<file path="src/rtl/imem_program_loader.sv">
// rtl/imem_program_loader.sv - byte-stream to 32-bit instruction memory writer with core reset hold
//
// Purpose:
//   Packs an incoming byte stream into little-endian 32-bit words and writes them
//   to the instruction memory starting at BASE_ADDR. Keeps the CPU core in reset
//   until the complete program has been written.
//
// Ports:
//   clk           in   rising-edge clock
//   rst_n         in   asynchronous active-low reset
//   Start         in   load request pulse (sampled in IDLE and DONE only)
//   LoadLength    in   program length in bytes, latched with an accepted Start
//   ByteValid     in   ByteData is valid
//   ByteData      in   stream byte, first byte lands at the lowest address
//   ByteReady     out  byte accepted this cycle when ByteValid is also high
//   WriteEnable   out  one-cycle memory write strobe per word
//   WriteAddress  out  word-aligned byte address of the write
//   WriteData     out  little-endian write word
//   WriteStrobe   out  byte-lane enables for WriteData
//   Done          out  load complete
//   Error         out  sticky flag for a rejected Start
//   CpuResetHold  out  1 keeps the core in reset

module imem_program_loader #(
  parameter int MEM_SIZE   = 1024,
  parameter int ADDR_WIDTH = 32,
  parameter int BASE_ADDR  = 0
) (
  input  logic                  clk,
  input  logic                  rst_n,
  input  logic                  Start,
  input  logic [ADDR_WIDTH-1:0] LoadLength,
  input  logic                  ByteValid,
  input  logic [7:0]            ByteData,
  output logic                  ByteReady,
  output logic                  WriteEnable,
  output logic [ADDR_WIDTH-1:0] WriteAddress,
  output logic [31:0]           WriteData,
  output logic [3:0]            WriteStrobe,
  output logic                  Done,
  output logic                  Error,
  output logic                  CpuResetHold
);

  typedef enum logic [1:0] {
    ST_IDLE  = 2'd0,
    ST_LOAD  = 2'd1,
    ST_WRITE = 2'd2,
    ST_DONE  = 2'd3
  } state_t;

  localparam logic [ADDR_WIDTH-1:0] MAX_LEN = ADDR_WIDTH'(MEM_SIZE - BASE_ADDR);
  localparam logic [ADDR_WIDTH-1:0] BASE    = ADDR_WIDTH'(BASE_ADDR);
  localparam logic [ADDR_WIDTH-1:0] ONE     = ADDR_WIDTH'(1);

  state_t                state, state_nxt;
  logic [ADDR_WIDTH-1:0] len;
  logic [ADDR_WIDTH-1:0] cnt;
  logic [ADDR_WIDTH-1:0] cnt_inc;
  logic [31:0]           word_buf;
  logic [31:0]           buf_merged;
  logic [3:0]            lane_mask;
  logic                  start_window;
  logic                  len_ok;
  logic                  start_acc;
  logic                  start_rej;
  logic                  xfer;
  logic                  word_end;

  // Start is only honoured while no load is in flight.
  assign start_window = (state == ST_IDLE) || (state == ST_DONE);
  assign len_ok       = (LoadLength != '0) && (LoadLength <= MAX_LEN);
  assign start_acc    = start_window && Start && len_ok;
  assign start_rej    = start_window && Start && !len_ok;

  assign xfer     = (state == ST_LOAD) && ByteValid;
  assign cnt_inc  = cnt + ONE;
  // A word is complete when lane 3 is filled or the final program byte arrives.
  assign word_end = (cnt[1:0] == 2'd3) || (cnt_inc == len);

  // Buffer contents including the byte being transferred, and the lanes that
  // hold real data once this byte is in (lanes above it stay zero).
  always_comb begin
    buf_merged = word_buf;
    lane_mask  = 4'b0001;
    case (cnt[1:0])
      2'd0: begin
        buf_merged[7:0] = ByteData;
        lane_mask       = 4'b0001;
      end
      2'd1: begin
        buf_merged[15:8] = ByteData;
        lane_mask        = 4'b0011;
      end
      2'd2: begin
        buf_merged[23:16] = ByteData;
        lane_mask         = 4'b0111;
      end
      default: begin
        buf_merged[31:24] = ByteData;
        lane_mask         = 4'b1111;
      end
    endcase
  end

  always_ff @(posedge clk or negedge rst_n) begin
    if (!rst_n) begin
      state <= ST_IDLE;
    end else begin
      state <= state_nxt;
    end
  end

  always_comb begin
    state_nxt    = state;
    ByteReady    = 1'b0;
    WriteEnable  = 1'b0;
    Done         = 1'b0;
    CpuResetHold = 1'b1;
    case (state)
      ST_IDLE: begin
        if (start_acc) begin
          state_nxt = ST_LOAD;
        end
      end
      ST_LOAD: begin
        ByteReady = 1'b1;
        if (xfer && word_end) begin
          state_nxt = ST_WRITE;
        end
      end
      ST_WRITE: begin
        WriteEnable = 1'b1;
        // cnt has already advanced past the word just written.
        state_nxt   = (cnt == len) ? ST_DONE : ST_LOAD;
      end
      ST_DONE: begin
        Done         = 1'b1;
        CpuResetHold = 1'b0;
        if (start_acc) begin
          state_nxt = ST_LOAD;
        end else if (start_rej) begin
          state_nxt = ST_IDLE;
        end
      end
      default: begin
        state_nxt = ST_IDLE;
      end
    endcase
  end

  // Write port registers are loaded on the transfer that completes a word so
  // they are valid during WRITE and hold their values afterwards.
  always_ff @(posedge clk or negedge rst_n) begin
    if (!rst_n) begin
      len          <= '0;
      cnt          <= '0;
      word_buf     <= '0;
      Error        <= 1'b0;
      WriteAddress <= '0;
      WriteData    <= '0;
      WriteStrobe  <= '0;
    end else begin
      if (start_acc) begin
        len      <= LoadLength;
        cnt      <= '0;
        word_buf <= '0;
        Error    <= 1'b0;
      end else if (start_rej) begin
        Error <= 1'b1;
      end

      if (xfer) begin
        word_buf <= buf_merged;
        cnt      <= cnt_inc;
        if (word_end) begin
          WriteAddress <= BASE + {cnt[ADDR_WIDTH-1:2], 2'b00};
          WriteData    <= buf_merged;
          WriteStrobe  <= lane_mask;
        end
      end

      if (state == ST_WRITE) begin
        word_buf <= '0;
      end
    end
  end

endmodule
</file>
<file path="config.mk">
export PLATFORM = sky130hd
export DESIGN_NAME = imem_program_loader
export DESIGN_NICKNAME = d
export VERILOG_FILES = /design/src/rtl/imem_program_loader.sv
export SDC_FILE = /design/constraint.sdc
export NUM_CORES = 1
export LEC_CHECK = 0
export CAP_MARGIN = 20
export CORE_MARGIN = 5
export CORE_UTILIZATION = 35
export CTS_CLUSTER_DIAMETER = 150
export DETAILED_ROUTE_END_ITERATION = 6
export PLACE_DENSITY_LB_ADDON = 0.05
export SLEW_MARGIN = 0
export SYNTH_ARGS = -nofsm -noshare
export SYNTH_HDL_FRONTEND = slang
export SYNTH_SLANG_ARGS = --single-unit
</file>
<file path="constraint.sdc">
create_clock -name clk -period 4.6 [get_ports clk]
set_input_delay 0.46 -clock clk [delete_from_list [all_inputs] [get_ports clk]]
set_output_delay 0.46 -clock clk [all_outputs]
set_load 0.01 [all_outputs]
</file>
# --- Word level (Yosys, flattened, before mapping) ---
# Cells that the tools add are included.
totals:
  register_bits: 165
  elab_cells: 60
  out_inout_bits: 73
  inputBits: 44
classes:
  eq_ne: 11
  addsub: 1
  mux: 21
  n_reduce_logical: 18
  magnitude_cmp: 1
ops:
  columns: ["cell", "n"]
  rows:
  - ["32-bit 2-to-1 mux", 4]
  - ["32-bit == test", 2]
  - ["32-bit by 1-bit adder with 32-bit output, second input constant", 1]
  - ["32-bit by 11-bit less-or-equal comparator with 1-bit output, second input constant", 1]
  - ["8-bit 2-to-1 mux", 4]
  - ["32-bit nonzero test", 1]
  - ["4-bit case mux with 3 select lines", 1]
  - ["2-bit 2-to-1 mux", 5]
  - ["2-bit == test, second input constant", 4]
  - ["2-bit case mux with 4 select lines", 1]
  - ["1-bit logical AND", 6]
  - ["1-bit 2-to-1 mux", 6]
  - ["2-bit by 1-bit == test with 1-bit output, second input constant", 2]
  - ["2-bit logical NOT", 2]
  - ["2-bit nonzero test", 2]
  - ["3-bit != test, second input constant", 1]
  - ["3-bit AND reduction", 1]
  - ["3-bit nonzero test", 1]
  - ["3-bit OR reduction", 1]
  - ["1-bit logical OR", 2]
  - ["2-bit by 1-bit != test with 1-bit output, second input constant", 1]
  - ["2-bit != test, second input constant", 1]
  - ["2-bit AND reduction", 1]
  - ["1-bit logical NOT", 1]

# --- Logic depth before layout (Yosys ltp) ---
# Gate-level depths: netlist (run 1).
logic_depth:
  ltp_word: 7
  mapped_depth: 13
  depth_no_buf: 10

# --- Least setup slack after synthesis (run 1) ---
# No wires, ideal clock.
synth_timing:
  kind: "register to register"
  from: "register cnt[0]"
  to: "register WriteAddress[22]"
  slack_ps: 1106
  setup_ps: 128
  period_less_slack_ps: 3494
  t_required_ps: 4472
  t_arrival_ps: 3366
  n_path_buf: 2
  stages_incl_launch_ff: 13
  path_cell_list: "dfrtp_1 ha_1 buf_2 nand4_1 nor3_2 and3_1 xor2_1 or4_1 nor4_4 a41oi_4 nor2_8 buf_6 mux2_1"
synth_between:
  elab_chain_cells: 4
  elab_cells_between_ends: 5
  cone_classes: "1 x add/sub; 2 x eq/ne; 2 x reduce/logical"
synth_rtl:
  columns: ["item", "line", "text"]
  rows:
  - ["start, declared", "58", "logic [ADDR_WIDTH-1:0] cnt;"]
  - ["start signal, assigned", "175", "cnt <= cnt_inc;"]
  - ["32-bit by 1-bit adder with 32-bit output", "77", "assign cnt_inc = cnt + ONE;"]
  - ["32-bit == test", "79", "assign word_end = (cnt[1:0] == 2'd3) || (cnt_inc == len);"]
  - ["1-bit logical OR *", "79", null]
  - ["2-bit AND reduction (no line) *", null, null]
  - ["end signal, assigned", "177", "WriteAddress <= BASE + {cnt[ADDR_WIDTH-1:2], 2'b00};"]
  - ["end, declared", "37", "output logic [ADDR_WIDTH-1:0] WriteAddress,"]
# Every way passes the cells marked *; elsewhere a longest branch is shown, timed or not.
# A chain may end at the register's enable or synchronous reset.

# --- Worst setup path in the final report (run 1) ---
layout_timing:
  from: "register cnt[0]"
  to: "register WriteAddress[20]"
# Same word-level chain as after synthesis.

==> parameters.txt, run 1 <==
Parameter                              Value

Logic synthesis
  FF+latch count, synth ... 165
  Share of async-settable or async-resettable flops after synthesis ... 100%
  Netlist Area Pre-Place ... 8470 µm²
  Share of synthesized area occupied by flip-flops and latches ... 48.7%
  Number of distinct library cell variants in the gate-level netlist after synthesis ... 59
  Ys Warns ... 0
  Count of mapped cells out of synthesis ... 791
  Main flop type after synthesis ... sky130_fd_sc_hd__dfrtp_1
  Per-instance average area after synthesis ... 10.7 µm²
  Post-synth EDFFs ... 0

Power and ir drop
  Worst voltage drop across the vdd grid ... 0.280 mV
  Pwr/cell area ... 448 nW/µm²
  P_leak ... 4.84 nW

Finish
  Number of nets at the end of the flow ... 939
  Fill cell total of the finished layout ... 2345
  Final antenna diode count ... 0
  Layout Cells excl Fill ... 1222
  Proportion of layout cells with a drive suffix above 1 ... 11.1%
  Area growth from synthesis to final layout ... 23.8%

Global route
  Total global-route track usage ... 17.6%
  Total global routing overflow ... 0
  Antenna violations before repair ... 0
  Met3 layer usage reported by global route ... 4.12%
  Met2 Usage GRT ... 29.6%
  Wire length of the first global-routing pass ... 37600 µm
  GR Util met1 ... 22.9%
  Layer carrying the most global-route usage ... met2
  Pin count of the biggest net entering global routing ... 105
  Number of global-route vias before repair ... 6688

STA
  Measured slew at the worst slew-check pin ... 0.685 ns
  Clock period minus worst slack ... 3.95 ns
  Normalized max-slew margin ... 53.9%
  Summed negative setup slack over all endpoints ... 0 ns
  Fmax ... 0.253 GHz
  Crit share post-route ... 85.8%
  Layout Skew ... 0.0161 ns
  Final number of max-transition violations ... 0
  Hold violation count in the final report ... 0
  Final setup violation count ... 0
  Unrepaired setup endpoints after global routing ... false

Setup path
  Source of the critical timing path ... cnt[0]$_DFFE_PN0P_
  Cell type of the slowest stage on the worst timing path ... sky130_fd_sc_hd__nor4_1
  Total buffers and inverters traversed by the critical path ... 1
  Slowest Stage Delay on Critical Path ... 0.62 ns
  Critical Path Sink Type ... register
  Data arrival time at the worst-slack endpoint ... 4.25 ns
  Crit path launch type ... register
  CP Max Fanout ... 27
  Start of the worst register-to-register path ... cnt[0]$_DFFE_PN0P_
  CP Data Required Time ... 4.91 ns
  Worst setup path category ... reg -> reg
  Kind of cell adding the most delay to the critical path ... simple AND/OR/NAND/NOR gates
  Ordered list of cells on the worst path ... ha_1 -> nand4_1 -> nor4_1 -> xor2_1 -> or4_1 -> nor4_4 -> a41oi_4 -> nor2_8 -> buf_12 -> mux2_1

CTS
  Sinks on Clock Net ... 165
  Depth of the CTS H-tree ... 4
  Clock tree root driver cell ... sky130_fd_sc_hd__clkbuf_16
  Source-to-sink clock delay at the later pin of the worst-skew pair ... 0.43 ns
  Maximum buffer depth of the clock tree ... 2
  Number of cells upsized or downsized after cts ... 0
  Clock-pin slew on the worst setup and hold paths ... 0.07 ns
  Total CTS buffers ... 17
  CTS tree ... yes
  Post-CTS setup repair buffer count ... 0

Floorplan
  Number of core rows ... 57
  Core Footprint ... 24100 µm²
  Die Height ... 166 µm
  Die width ... 166 µm
  I/O pin cnt ... 117
  Die area ... 27400 µm²
  Starting utilization of the core area ... 35.1%

Placement
  Post-Place Cells ... 1188
  Hpwl dp ... 16700 µm
  Routability congestion estimate from global placement ... 0.904
  Count of port buffers added during placement ... 114

Route
  Vias ... 6423
  Number of design rule violations left after detail routing ... 0
  Routed wire length ... 23400 µm
  Iteration count of the initial detailed-routing pass ... 5
  Post-route antenna net violation count ... 0
  Vias per inst ... 5.26
  Average routed wire per standard cell ... 19.1 µm
  Drt initial violations ... 346

Status
  Run status ... finished clean

Min path
  Min-delay worst type ... reg -> reg
  Worst hold path startpoint ... WriteStrobe[0]$_DFFE_PN0P_

Job
  Max_cap viols ... 0
power breakdown:
part           total, W  internal (W)  switching [W]
Combinational   0.00148      0.000712       0.000767
Clock           0.00143      0.000743       0.000683
Sequential      0.00180       0.00165       0.000149
placed cells by master (no fill, tap or decap), types with 3 or more instances in the layout:
master and n:
sky130_fd_sc_hd__clkdlybuf4s50_1 113, sky130_fd_sc_hd__inv_1 11, sky130_fd_sc_hd__inv_8 7, sky130_fd_sc_hd__clkinvlp_4 3, sky130_fd_sc_hd__mux2_1 64, sky130_fd_sc_hd__a32oi_1 3
sky130_fd_sc_hd__ha_1 10, sky130_fd_sc_hd__nor4_1 15, sky130_fd_sc_hd__and4_1 5, sky130_fd_sc_hd__o21ai_0 38, sky130_fd_sc_hd__xor2_1 29, sky130_fd_sc_hd__buf_4 13
sky130_fd_sc_hd__o41ai_1 5, sky130_fd_sc_hd__nor3_1 11, sky130_fd_sc_hd__and3_1 15, sky130_fd_sc_hd__o21ai_1 17, sky130_fd_sc_hd__nor2_1 74, sky130_fd_sc_hd__o31ai_1 13
sky130_fd_sc_hd__nor2b_1 4, sky130_fd_sc_hd__nand2_1 43, sky130_fd_sc_hd__a22oi_1 30, sky130_fd_sc_hd__a21oi_1 18, sky130_fd_sc_hd__nand3_1 17, sky130_fd_sc_hd__xnor2_1 14
sky130_fd_sc_hd__clkbuf_16 17, sky130_fd_sc_hd__or4_1 3, sky130_fd_sc_hd__mux2_2 43, sky130_fd_sc_hd__a211oi_1 3, sky130_fd_sc_hd__and2_1 31, sky130_fd_sc_hd__dfrtp_1 165
sky130_fd_sc_hd__nand4_1 15, sky130_fd_sc_hd__a31oi_1 10
cells in the mapped netlist (all sizes together), types with 11 or more instances:
cell | instances | area share (%)
clkbuf | 35 | 1.6
and3 | 15 | 1.1
o31ai | 13 | 1.2
buf | 22 | 2.0
nor4 | 17 | 1.5
nand2 | 43 | 1.9
nand4 | 16 | 1.3
dfrtp | 165 | 49
xor2 | 29 | 3.0
o21ai | 55 | 3.2
mux2 | 107 | 14
inv | 11 | 0.49
and2 | 31 | 2.3
nand3 | 17 | 1.0
a21oi | 18 | 1.1
a22oi | 30 | 2.7
nor2 | 75 | 3.5
nor3 | 12 | 0.77
xnor2 | 14 | 1.4
worst paths after layout:
kind / slack (ns) / cells past startpoint / to
min in group asynchronous: 0.48 / 2 / WriteAddress[7]$_DFFE_PN0P_
setup / recovery: 0.65 / 10 / WriteAddress[20]$_DFFE_PN0P_
hold / removal: 0.46 / 1 / WriteStrobe[0]$_DFFE_PN0P_
max in group asynchronous: 2.97 / 4 / len[2]$_DFFE_PN0P_
setup reg to reg: 0.65 / 10 / WriteAddress[20]$_DFFE_PN0P_
hold reg to reg: 0.46 / 1 / WriteStrobe[0]$_DFFE_PN0P_
cell families (layout without fill, tap and decap cells):
group | count (synthesis) | after routing | synth area share, %
adder cells (fa/ha/maj) | 10 | 10 | 1.48
AND/OR/NAND/NOR | 246 | 246 | 15.1
buffers and inverters | 68 | 174 | 4.08
other | 1 | 2 | 0.0443
XOR/XNOR | 43 | 43 | 4.45
multiplexers | 108 | 108 | 14.3
flip-flops | 165 | 165 | 48.7
AO/OA/AOI/OAI | 150 | 150 | 11.8
layout make-up:
class                           instances  area [µm²]  area share [%]
Clock buffer                           18         439            4.19
Sequential cell                       165        4130            39.4
Clock inverter                         14         151            1.44
Tap cell                              324         405            3.87
Timing Repair Buffer                  131        1320            12.6
Multi-Input combinational cell        559        4000            38.2
Inverter                               11        41.3           0.394
timing repair:
action	4_1_cts	5_1_grt
hold endpoints to repair	0	30
hold buffers	0	1
setup endpoints to repair	0	0
state kept, by name, summed over array words and instances, names as in the netlist:
| name | cells |
|---|---|
| WriteData | 32 |
| WriteStrobe | 4 |
| word_buf | 32 |
| WriteAddress | 30 |
| state | 2 |
| cnt | 32 |
| Error | 1 |
| len | 32 |
routing by layer:
metal	wire [µm]	share of wire, %
met5	0	0
met4	386	1.7
met3	1050	4.5
met2	11600	49
met1	10400	44
metrics by stage:
| stage | hold WS [ns] | setup slack (ns) | instance area (µm²) | total power (W) | util, % |
|---|---|---|---|---|---|
| 6_report | 0.464 | 0.654 | 10500 | 0.00470 | 43.5 |
| 5_1_grt | 0.478 | 0.355 | 10500 | 0.00498 | 43.5 |
| 4_1_cts | 0.203 | 0.608 | 10400 | 0.00477 | 43.3 |
| 3_5_place_dp | 0.454 | 0.620 | 9860 | 0.00331 | 40.9 |
| 3_3_place_gp | 0.453 | 0.638 | 9860 | 0.00329 | 40.9 |
| 2_1_floorplan | 0.164 | 1.11 | 8480 | 0.00271 | - |
No activity file was read; power rests on OpenSTA's default activity.
==> run 2, diff against run 1 <==
--- a/config.mk
+++ b/config.mk
@@ -15,3 +15,4 @@
 export SYNTH_ARGS = -nofsm -noshare
 export SYNTH_HDL_FRONTEND = slang
 export SYNTH_SLANG_ARGS = --single-unit
+export TNS_END_PERCENT = 5
==> constraint.sdc (replaced) <==
create_clock -name clk -period 5.05 [get_ports clk]
set_input_delay 0.505 -clock clk [delete_from_list [all_inputs] [get_ports clk]]
set_output_delay 0.505 -clock clk [all_outputs]
set_load 0.01 [all_outputs]
==> run 2 against run 1 <==
Compared with the run above: setup slack got worse by 0.072 ns; sequential cell count is the same; global-route usage barely moved.
==> parameters.txt, run 2 (synthesis gave the netlist of run 1 again) <==
Parameter                              Value

Placement
  Count of port buffers added during placement ... 114 (unchanged)
  Routability congestion estimate from global placement ... 0.862 (-4.7%)
  Hpwl dp ... 16500 µm (-1.0%)

Finish
  Final antenna diode count ... 0 (unchanged)
  Sequential cell area in the final layout ... 4130 µm² (unchanged)
  Area of the multi-input gates ... 4000 µm² (unchanged)
  Fill cell total of the finished layout ... 2367 (+0.94%)
  Number of nets at the end of the flow ... 930 (-0.96%)
  Area growth from synthesis to final layout ... 23.0%
  Top library cells by usage in the layout, fill and taps aside ... sky130_fd_sc_hd__dfrtp_1, sky130_fd_sc_hd__clkdlybuf4s50_1, sky130_fd_sc_hd__nor2_1
  Most common cell after layout, fill and taps aside ... sky130_fd_sc_hd__dfrtp_1
  Proportion of layout cells with a drive suffix above 1 ... 10.3% (-0.79 points)
  Utilization after layout ... 43.2% (-0.28 points)

Floorplan
  Core Footprint ... 24100 µm² (unchanged)
  Die Height ... 166 µm (unchanged)
  Starting utilization of the core area ... 35.1% (unchanged)
  Number of core rows ... 57 (unchanged)
  Die area ... 27400 µm² (unchanged)
  I/O pin cnt ... 117 (unchanged)
  Die width ... 166 µm (unchanged)

CTS
  Number of cells upsized or downsized after cts ... 0 (unchanged)
  Source-to-sink clock delay at the later pin of the worst-skew pair ... 0.43 ns (about the same)
  Clock tree root driver cell ... sky130_fd_sc_hd__clkbuf_16
  CTS tree ... yes
  Maximum buffer depth of the clock tree ... 2 (unchanged)
  Sinks on Clock Net ... 165 (unchanged)
  Post-CTS setup repair buffer count ... 0 (unchanged)
  Depth of the CTS H-tree ... 4 (unchanged)
  Clock-pin slew on the worst setup and hold paths ... 0.07 ns (about the same)
  Total CTS buffers ... 17 (unchanged)
  Hold_buf cts ... 0 (unchanged)

Setup path
  Cell type of the slowest stage on the worst timing path ... sky130_fd_sc_hd__nor3_2
  CP Data Required Time ... 5.36 ns (+0.45 ns)
  Worst setup path category ... reg -> reg
  Data arrival time at the worst-slack endpoint ... 4.77 ns (+0.52 ns)
  Endpoint of the most critical register-to-register path ... WriteData[13]$_DFFE_PN0P_
  Start of the worst register-to-register path ... cnt[0]$_DFFE_PN0P_
  CP Max Fanout ... 42 (+56%)
  Ordered list of cells on the worst path ... ha_1 -> nand4_1 -> nor3_2 -> nand2_1 -> nor3_1 -> xor2_1 -> a2111oi_4 -> a41oi_4 -> nor2_8 -> buf_4 -> mux2_1
  Number of cell instances on the worst register-to-register path ... 11 (+1)
  Worst setup slack for register-to-register paths ... 0.58 ns (-0.07 ns)
  Slowest Stage Delay on Critical Path ... 0.58 ns (-0.04 ns)
  Critical Path Sink Type ... register
  Crit path launch type ... register

STA
  Measured slew at the worst slew-check pin ... 0.770 ns (+0.0853 ns)
  Final number of max-transition violations ... 0 (unchanged)
  Final setup violation count ... 0 (unchanged)
  Normalized max-slew margin ... 48.5% (-5.4 points)
  Unrepaired setup endpoints after global routing ... false
  Layout Skew ... 0.0144 ns (-0.00171 ns)
  Summed negative setup slack over all endpoints ... 0 ns (unchanged)
  Hold violation count in the final report ... 0 (unchanged)
  Fmax ... 0.224 GHz (-12%)
  Clock period minus worst slack ... 4.47 ns (+0.522 ns)
  Crit share post-route ... 88.5% (+2.7 points)

Route
  Post-route antenna net violation count ... 0 (unchanged)
  Met1 wire length ... 10200 µm (-2.2%)
  Iteration count of the initial detailed-routing pass ... 5 (unchanged)
  Vias per inst ... 5.26 (+0.13%)
  Number of design rule violations left after detail routing ... 0 (unchanged)
  Routed wl met2 ... 11700 µm (+1.5%)
  Drt initial violations ... 304 (-12%)
  Top routing layer in use ... met4
  Vias ... 6384 (-0.61%)
  Average routed wire per standard cell ... 19.1 µm (-0.38%)
  Sum of met3 wire segment lengths after detailed routing ... 941 µm (-10%)
  Routed wire length ... 23100 µm (-1.1%)

Global route
  Antenna violations before repair ... 0 (unchanged)
  Total global routing overflow ... 0 (unchanged)
  Pin count of the biggest net entering global routing ... 97 (-7.6%)
  Total global-route track usage ... 17.6% (-0.035 points)
  Wire length of the first global-routing pass ... 37400 µm (-0.59%)
  Number of global-route vias before repair ... 6666 (-0.33%)

Power and ir drop
  P_leak ... 4.81 nW (-0.70%)
  Pwr/cell area ... 418 nW/µm² (-6.8%)
  Total power ... 0.00435 W (-7.4%)
  Worst voltage drop across the vdd grid ... 0.226 mV (-19%)

Status
  Run status ... finished clean

Min path
  Min-delay worst type ... in -> async

Job
  Max_cap viols ... 0 (unchanged)
==> run 2: changes by cell type in the layout (fill, tap and decap cells not counted) <==
cell / delta
sky130_fd_sc_hd__buf_12: -1
sky130_fd_sc_hd__buf_16: -1
sky130_fd_sc_hd__buf_4: -6
sky130_fd_sc_hd__bufinv_16: +2
sky130_fd_sc_hd__clkinv_4: +1
sky130_fd_sc_hd__clkinvlp_4: -2
sky130_fd_sc_hd__dlygate4sd3_1: -1
sky130_fd_sc_hd__inv_6: +3
sky130_fd_sc_hd__inv_8: -4
==> run 2: worst max-delay path by stage <==
stage                       startpoint                           end  slack, ns  depth (start not counted)
CTS                 cnt[0]$_DFFE_PN0P_     WriteData[13]$_DFFE_PN0P_       0.54                         11
global route        cnt[0]$_DFFE_PN0P_     WriteData[11]$_DFFE_PN0P_       0.22                         11
detailed placement  cnt[0]$_DFFE_PN0P_      WriteData[9]$_DFFE_PN0P_       0.55                         11
floorplan           cnt[0]$_DFFE_PN0P_  WriteAddress[22]$_DFFE_PN0P_       1.56                         12
global placement    cnt[0]$_DFFE_PN0P_      WriteData[6]$_DFFE_PN0P_       0.73                         11
finish              cnt[0]$_DFFE_PN0P_     WriteData[13]$_DFFE_PN0P_       0.58                         11
==> run 2: layer usage <==
metal  track usage, %  vias to the layer above
met5                0                        -
met4             4.31                        0
met3             3.92                       16
met2             30.2                      141
met1             22.6                     3204
li1                 -                     3023
==> run 2: final cells by class <==
type / count / area share (%)
flip-flops and latches: 165 / 39.6
multi-input cells: 559 / 38.4
repair buffers: 122 / 11.7
clock buffers: 18 / 4.22
well taps: 324 / 3.89
clock inverters: 14 / 1.79
inverters: 11 / 0.396
==> run 2: worst max-delay path, delay by kind of cell, from the launching register on <==
kind / cells / cell delay, ns
AND/OR/NAND/NOR: 5 / 1.63
AO/OA/AOI/OAI: 2 / 0.65
flip-flops: 1 / 0.51
buffers and inverters: 1 / 0.49
adder cells (fa/ha/maj): 1 / 0.48
multiplexers: 1 / 0.38
XOR/XNOR: 1 / 0.17
==> run 2: metrics by stage <==
step           instance area [µm²]  setup slack [ns]  cells  hold slack (ns)
3_5_place_dp                  9790             0.547   1181            0.453
2_1_floorplan                 8480              1.56    792            0.209
5_1_grt                      10400             0.224   1213            0.117
6_report                     10400             0.582   1213           0.0644
4_1_cts                      10400             0.542   1213           0.0914
3_3_place_gp                  9790             0.725   1181            0.448
==> run 2: where the power goes <==
part / internal, W / switching (W)
logic: 0.000637 / 0.000698
clock network: 0.000769 / 0.000614
registers: 0.00150 / 0.000137
==> run 3, diff against run 2 <==
==> constraint.sdc (replaced) <==
create_clock -name clk -period 4.2 [get_ports clk]
set_input_delay 0.42 -clock clk [delete_from_list [all_inputs] [get_ports clk]]
set_output_delay 0.42 -clock clk [all_outputs]
set_load 0.01 [all_outputs]
==> run 3 against run 2 <==
Compared with the run above: setup slack worse by 0.16 ns; clock power rose by 15%; largest power group unchanged; utilization rose by 0.38 points; the flow now finishes with violations (hold timing).
==> parameters.txt, run 3 (synthesis gave the netlist of run 1 again) <==
Parameter                              Value

Floorplan
  Die width ... 166 µm (unchanged)
  Starting utilization of the core area ... 35.1% (unchanged)
  Core Footprint ... 24100 µm² (unchanged)
  Die Height ... 166 µm (unchanged)
  Number of core rows ... 57 (unchanged)
  Die area ... 27400 µm² (unchanged)
  I/O pin cnt ... 117 (unchanged)

CTS
  Depth of the CTS H-tree ... 4 (unchanged)
  Post-CTS setup repair buffer count ... 0 (unchanged)
  Number of cells upsized or downsized after cts ... 0 (unchanged)
  Sinks on Clock Net ... 165 (unchanged)
  Clock tree root driver cell ... sky130_fd_sc_hd__clkbuf_16
  Hold_buf cts ... 0 (unchanged)
  Total CTS buffers ... 17 (unchanged)
  Clock-pin slew on the worst setup and hold paths ... 0.07 ns (about the same)
  Source-to-sink clock delay at the later pin of the worst-skew pair ... 0.43 ns (about the same)
  Maximum buffer depth of the clock tree ... 2 (unchanged)
  CTS tree ... yes

Route
  Number of design rule violations left after detail routing ... 0 (unchanged)
  Drt initial violations ... 388 (+28%)
  Vias per inst ... 5.25 (-0.19%)
  Post-route antenna net violation count ... 0 (unchanged)
  Average routed wire per standard cell ... 18.7 µm (-1.9%)
  Iteration count of the initial detailed-routing pass ... 5 (unchanged)
  Vias ... 6440 (+0.88%)
  Routed wire length ... 22900 µm (-0.89%)

Status
  Run status ... finished with violations
  Violated checks ... hold timing

Setup path
  Crit path launch type ... register
  Ordered list of cells on the worst path ... ha_1 -> nand4_1 -> nor3_2 -> nand2_1 -> nor3_1 -> xor2_1 -> a2111oi_4 -> a41oi_4 -> nor2_8 -> buf_4 -> mux2_1
  Cell type of the slowest stage on the worst timing path ... sky130_fd_sc_hd__dfrtp_1
  Data arrival time at the worst-slack endpoint ... 4.08 ns (-0.69 ns)
  Kind of cell adding the most delay to the critical path ... simple AND/OR/NAND/NOR gates
  Slowest Stage Delay on Critical Path ... 0.53 ns (-0.05 ns)
  CP Data Required Time ... 4.50 ns (-0.86 ns)
  Critical Path Sink Type ... register
  Worst setup path category ... reg -> reg
  Endpoint of the most critical register-to-register path ... WriteAddress[11]$_DFFE_PN0P_
  Source of the critical timing path ... cnt[0]$_DFFE_PN0P_
  CP Max Fanout ... 21 (-50%)
  Total buffers and inverters traversed by the critical path ... 1 (unchanged)
  Number of cell instances on the worst register-to-register path ... 11 (unchanged)
  Worst setup slack for register-to-register paths ... 0.43 ns (-0.16 ns)
  Start of the worst register-to-register path ... cnt[0]$_DFFE_PN0P_

STA
  Final number of max-transition violations ... 0 (unchanged)
  Hold violation count in the final report ... 10 (+10)
  Final setup violation count ... 0 (unchanged)
  Summed negative setup slack over all endpoints ... 0 ns (unchanged)
  Fmax ... 0.265 GHz (+18%)
  Measured slew at the worst slew-check pin ... 0.653 ns (-0.117 ns)
  Unrepaired setup endpoints after global routing ... false
  Clock period minus worst slack ... 3.77 ns (-0.694 ns)
  Crit share post-route ... 89.9% (+1.4 points)
  Final WS setup ... 0.426 ns (-0.156 ns)
  Normalized max-slew margin ... 56.5% (+7.9 points)
  Post-route worst hold slack ... -0.0205 ns (-0.0849 ns)
  Layout Skew ... 0.0178 ns (+0.00344 ns)

Power and ir drop
  P_leak ... 4.88 nW (+1.4%)
  Total power ... 0.00519 W (+19%)
  Pwr/cell area ... 494 nW/µm² (+18%)
  Worst voltage drop across the vdd grid ... 0.242 mV (+6.8%)

Placement
  Worst setup slack before clock tree synthesis ... 0.437 ns (-0.110 ns)
  Count of port buffers added during placement ... 114 (unchanged)
  Routability congestion estimate from global placement ... 0.880 (+2.1%)
  Hpwl dp ... 16500 µm (-0.16%)
  Instance area after placement ... 9900 µm² (+1.1%)

Finish
  Final antenna diode count ... 0 (unchanged)
  Area growth from synthesis to final layout ... 24.0%
  Sequential cell area in the final layout ... 4130 µm² (unchanged)
  Most common cell after layout, fill and taps aside ... sky130_fd_sc_hd__dfrtp_1
  Proportion of layout cells with a drive suffix above 1 ... 11.6% (+1.3 points)
  Number of nets at the end of the flow ... 943 (+1.4%)
  Top library cells by usage in the layout, fill and taps aside ... sky130_fd_sc_hd__dfrtp_1, sky130_fd_sc_hd__clkdlybuf4s50_1, sky130_fd_sc_hd__nor2_1
  Cell area after layout ... 10500 µm² (+0.88%)
  Utilization after layout ... 43.6% (+0.38 points)
  Fill cell total of the finished layout ... 2336 (-1.3%)
  Area of the multi-input gates ... 4000 µm² (unchanged)

Global route
  Wire length of the first global-routing pass ... 37500 µm (+0.32%)
  Pin count of the biggest net entering global routing ... 97 (unchanged)
  Total global-route track usage ... 17.5% (-0.050 points)
  Total global routing overflow ... 0 (unchanged)
  Antenna violations before repair ... 1 (+1)
  Number of global-route vias before repair ... 6851 (+2.8%)

Min path
  Min-delay worst type ... in -> async

Job
  Max_cap viols ... 0 (unchanged)
run 3: power by group:
group	switching (W)	total, W	leakage [nW]	internal [W]
combinational	0.000858	0.00164	2.30	0.000779
sequential	0.000156	0.00196	2.27	0.00180
clock	0.000735	0.00159	0.299	0.000857
total	0.00175	0.00519	4.88	0.00344
run 3: area by class of cell:
| class | instances | share of cell area [%] |
|---|---|---|
| inverter | 11 | 0.393 |
| clock buffer | 17 | 4.05 |
| timing repair buffer | 135 | 12.6 |
| multi-input combinational | 559 | 38.1 |
| clock inverter | 15 | 1.73 |
| tap | 324 | 3.86 |
| sequential | 165 | 39.3 |
run 3: worst max path at each step:
stage | depth (start not counted) | endpoint | slack [ns]
after global routing | 11 | WriteAddress[24]$_DFFE_PN0P_ | 0.1
after detailed placement | 11 | WriteAddress[11]$_DFFE_PN0P_ | 0.44
after CTS | 11 | WriteAddress[11]$_DFFE_PN0P_ | 0.40
final | 11 | WriteAddress[11]$_DFFE_PN0P_ | 0.43
after global placement | 10 | WriteAddress[23]$_DFFE_PN0P_ | 0.57
after floorplan | 12 | WriteAddress[23]$_DFFE_PN0P_ | 0.71
run 3: stage by stage:
stage                     instances  hold slack, ns
after floorplan                 792           0.124
after global placement         1194           0.454
after detailed placement       1194           0.451
after global routing           1226          0.0333
after CTS                      1226         0.00693
final                          1226         -0.0205
run 3: per-layer routing:
layer  vias to the layer above  share of wire (%)  global-route usage [%]
met3                        28                3.7                    3.65
met4                         0                1.8                    5.25
met2                       167                 50                    30.5
met1                      3202                 44                    22.0
li1                       3043                  -                       -
met5                         -                  0                       0
